File: config.mk
export PLATFORM = sky130hd
export DESIGN_NAME = ctrl_bubble_pipe
export DESIGN_NICKNAME = d
export VERILOG_FILES = /design/src/rtl/ctrl_bubble_pipe.sv
export SDC_FILE = /design/constraint.sdc
export NUM_CORES = 1
export LEC_CHECK = 0
export CAP_MARGIN = 20
export CORE_MARGIN = 2
export CORE_UTILIZATION = 47
export DETAILED_ROUTE_END_ITERATION = 8
export PLACE_DENSITY = 0.8
export SLEW_MARGIN = 10
export SYNTH_ARGS = -nofsm -noshare
export SYNTH_HDL_FRONTEND = slang
export SYNTH_SLANG_ARGS = --single-unit
File: constraint.sdc
create_clock -name clk -period 1.9 [get_ports clk]
set_input_delay 0.38 -clock clk [delete_from_list [all_inputs] [get_ports clk]]
set_output_delay 0.38 -clock clk [all_outputs]
set_load 0.02 [all_outputs]
File: src/rtl/ctrl_bubble_pipe.sv
// Control-word pipeline: carries the decoder control word through STAGES registers,
// with bubble insertion at stage 0, per-stage flush, global freeze and a saturating bubble counter.
module ctrl_bubble_pipe #(
   parameter int                 CTRL_W   = 8,
   parameter int                 STAGES   = 3,
   parameter logic [CTRL_W-1:0]  NOP_WORD = {CTRL_W{1'b0}},
   parameter int                 CNT_W    = 16
) (
   input  logic                       clk,
   input  logic                       rst_n,
   input  logic [CTRL_W-1:0]          ctrl_in,
   input  logic                       in_valid,
   input  logic                       bubble,
   input  logic                       freeze,
   input  logic [STAGES-1:0]          flush,
   input  logic                       cnt_clr,
   output logic [STAGES*CTRL_W-1:0]   ctrl_out,
   output logic [STAGES-1:0]          valid_out,
   output logic [CNT_W-1:0]           bubble_cnt
);

   function automatic logic [CNT_W-1:0] sat_inc(input logic [CNT_W-1:0] v);
      return (&v) ? v : v + 1'b1;
   endfunction

   logic bubble_ev;
   assign bubble_ev = bubble & in_valid & ~freeze & ~flush[0];

   genvar k;
   generate
      for (k = 0; k < STAGES; k++) begin : g_stg
         logic [CTRL_W-1:0] word_p;
         logic              vld_p;

         if (k == 0) begin : g_head
            // stage 0: bubble or idle input loads the NOP word
            always_ff @(posedge clk or negedge rst_n) begin
               if (!rst_n) begin
                  word_p <= NOP_WORD;
                  vld_p  <= 1'b0;
               end else if (flush[0]) begin
                  word_p <= NOP_WORD;
                  vld_p  <= 1'b0;
               end else if (!freeze) begin
                  if (bubble || !in_valid) begin
                     word_p <= NOP_WORD;
                     vld_p  <= 1'b0;
                  end else begin
                     word_p <= ctrl_in;
                     vld_p  <= 1'b1;
                  end
               end
            end
         end else begin : g_body
            // stage k>0: true shift from the previous stage's old value
            always_ff @(posedge clk or negedge rst_n) begin
               if (!rst_n) begin
                  word_p <= NOP_WORD;
                  vld_p  <= 1'b0;
               end else if (flush[k]) begin
                  word_p <= NOP_WORD;
                  vld_p  <= 1'b0;
               end else if (!freeze) begin
                  word_p <= g_stg[k-1].word_p;
                  vld_p  <= g_stg[k-1].vld_p;
               end
            end
         end

         assign ctrl_out[k*CTRL_W +: CTRL_W] = word_p;
         assign valid_out[k]                 = vld_p;
      end
   endgenerate

   // clear wins over a same-cycle bubble event
   always_ff @(posedge clk or negedge rst_n) begin
      if (!rst_n) begin
         bubble_cnt <= '0;
      end else if (cnt_clr) begin
         bubble_cnt <= '0;
      end else if (bubble_ev) begin
         bubble_cnt <= sat_inc(bubble_cnt);
      end
   end

endmodule

==> results.cfg <==
[timing]
finalHoldViolCount = 0
max_clock_freq_mhz = 555
fin_crit_sh = 0.947
rsz0062_at_grt = true
setup_viol = 0
slew-limit-headroom = 0.640
fin_setup_tns_ns = 0
worst_slew_pin_slew_ns = 0.540
fin_skew_ns = 0.00658
slew_viol_final = 0
post-route-min-period_ns = 1.80

[synthesis]
synthCells = 181
synthXorXnorAreaFrac = 0.00438
ys_seq_area_frac = 0.538
synth_fa_ha_area_frac = 0.00625
synth_top_area_share = 0.538
netlist.top_cell.by_area = dfrtp_1
syn-num-nets = 199
synth_simple_gate_area_frac = 0.199
synth_seq_cells = 43
yosys-top-cells-area = dfrtp_1 (54%), mux2i_1 (9.0%), nor2_1 (3.8%)
synth_top_family_by_area = simple AND/OR/NAND/NOR gates
synth-compound-area-share = 0.122
syn-cell-area_mm2 = 0.00200
ys_warn_count = 0
avgSynthCellArea_um2 = 11.1
post_synth_num_cell_types = 34
synth.mux.area_fraction = 0.0957

[floorplan]
dieArea_mm2 = 0.00479
start_util = 0.493
rows = 23
dieHeight_um = 69.2
ios = 60
die_x_um = 69.2
core_area_mm2 = 0.00406

[finish]
syn_to_final_growth_pct = 41.2
final_cells = 300
nFillCells = 321
seqCellArea_mm2 = 0.00108
drive_gt1_frac = 0.108
fin_nets = 267
layout_common_cells = clkdlybuf4s50_1 (58), dfrtp_1 (43), nor2_1 (20)
diodes = 0
multi_input_area_um2 = 855
final_common_cell = clkdlybuf4s50_1

[routing]
vias = 1700
wl_per_cell_um = 15.3
antenna_left = 0
drt_pass1_iterations = 4
wl_um = 4600
drc = 0
drtIter0Drc = 171
avgViaCountPerCell = 5.67

[global_route]
grt_pass1_vias = 1644
grt_max_degree = 44
gr-total-overflow = 0
track_usage = 0.209
antenna_found_initial = 0
grt_pass1_wl_um = 8050

[critical_path]
reg2reg_from = bubble_cnt[1]
cp_max_fo = 7
ff2ff_path_depth = 5
crit_path_end_kind = output port
timing.rr.end = bubble_cnt[7]
reg2reg_slack_ns = 0.15
cpMaxStageDelayCell = clkdlybuf4s50_1
crit_buf_inv = 1
critPathTopFamily = buffers and inverters
worstSetupPathType = reg -> out
start_kind = register
cpPeakStageDelay_ns = 0.66
crit_chain = clkdlybuf4s50_1
crit_arrival_ns = 1.42
critPathRequiredTime_ns = 1.52

[clock_tree]
cts_inserted_buffers = 5
cts_max_level = 2
root_buffer = clkbuf_8
cts_tree = done
cts_resized = 0
insertion_delay_ns = 0.30
ctsHoldBuffers = 0
clockBufferDepth = 2
cts.sinks = 43
path_clk_slew_ns = 0.08

[place]
dpl.cell_count = 291
port_buffers = 59
dpl.hpwl_um = 3340
place_congestion = 0.829

[job]
drv_cap = 0

[pwr]
pwr_density_cell_mw_per_mm2 = 676
vdd_ir_drop_max_mv = 0.410
leakage_nw = 1.26

[hold_path]
hold_path_class = in -> async

[status]
status = complete, no violations
## cells in the mapped netlist
| library cell | number |
|---|---|
| or3_1 | 6 |
| nor3b_1 | 1 |
| o31ai_1 | 7 |
| and3_1 | 2 |
| xor2_1 | 1 |
| nand4_1 | 4 |
| and4bb_2 | 1 |
| buf_2 | 2 |
| and4_1 | 2 |
| o21ai_0 | 3 |
| or4_1 | 7 |
| nor2_1 | 20 |
| mux2i_1 | 18 |
| nand4b_4 | 1 |
| nand2_1 | 6 |
| buf_4 | 4 |
| clkbuf_1 | 2 |
| nand3b_1 | 1 |
| inv_1 | 2 |
| mux2_1 | 1 |
| nor4_1 | 1 |
| nor3_2 | 1 |
| dfrtp_1 | 43 |
| a21o_1 | 1 |
| nand4_2 | 1 |
| a21oi_1 | 14 |
| buf_1 | 4 |
| a22o_1 | 8 |
| nor2b_1 | 3 |
| nand3_1 | 7 |
| ha_1 | 1 |
| nor4_4 | 1 |
| o2111ai_1 | 1 |
| o21ai_1 | 4 |
## layer usage
metal  track usage  up-vias  share of wire
li1              -      804              -
met1         0.300      837           0.47
met2         0.303       51           0.47
met3        0.0581        8          0.045
met4        0.0719        0          0.015
met5             0        -              0
## report_power, final
part / internal, mW / switching, mW
Combinational: 0.0700 / 0.0723
Clock: 0.525 / 0.310
Sequential: 0.923 / 0.00767
## how the worst max path moves through the flow
stage,slack (ns),cells after the start,endpoint,from
global route,-0.01,5,bubble_cnt[7],flush[0]
global placement,-0.16,5,bubble_cnt[13],freeze
detailed placement,-0.20,5,bubble_cnt[13],flush[0]
finish,0.1,1,bubble_cnt[8],bubble_cnt[8]
floorplan,0.1,5,bubble_cnt[7],bubble_cnt[0]
CTS,0.06,5,bubble_cnt[7],bubble_cnt[1]
## state kept, by name, summed over array words and instances (netlist names)
signal	flops
bubble_cnt	16
g_stg.word_p	24
g_stg.vld_p	3
## kinds of logic after synthesis
logic type / after synthesis
muxes: 19
buffers and inverters: 14
AOI/OAI and AO/OA: 38
DFF: 43
adders and majority gates: 1
and+or+nand+nor: 65
xor gates and xnor gates: 1
## stage by stage
stage / utilization / total power, mW / worst slack, ns / hold slack, ns / instance area, um^2
after floorplan: - / 1.01 / 0.0988 / 0.0844 / 2000
after global placement: 0.661 / 1.09 / -0.158 / 0.483 / 2680
after detailed placement: 0.661 / 1.09 / -0.198 / 0.480 / 2680
after CTS: 0.694 / 1.92 / 0.0637 / 0.159 / 2820
after global routing: 0.696 / 1.98 / -0.0112 / 0.192 / 2820
final: 0.696 / 1.91 / 0.0998 / 0.150 / 2820
## final cells by class
type,count,area share
Clock inverter,2,0.0213
Inverter,2,0.00266
Clock buffer,6,0.0257
Sequential cell,43,0.381
Tap cell,50,0.0222
Multi-Input combinational cell,124,0.303
Timing Repair Buffer,73,0.245
## repair_timing
| item | CTS | global route |
|---|---|---|
| setup buffers | 0 | 1 |
| endpoints found under the hold margin | 0 | 0 |
| endpoints found under the setup margin | 0 | 6 |
(Power assumes the default switching activity.)
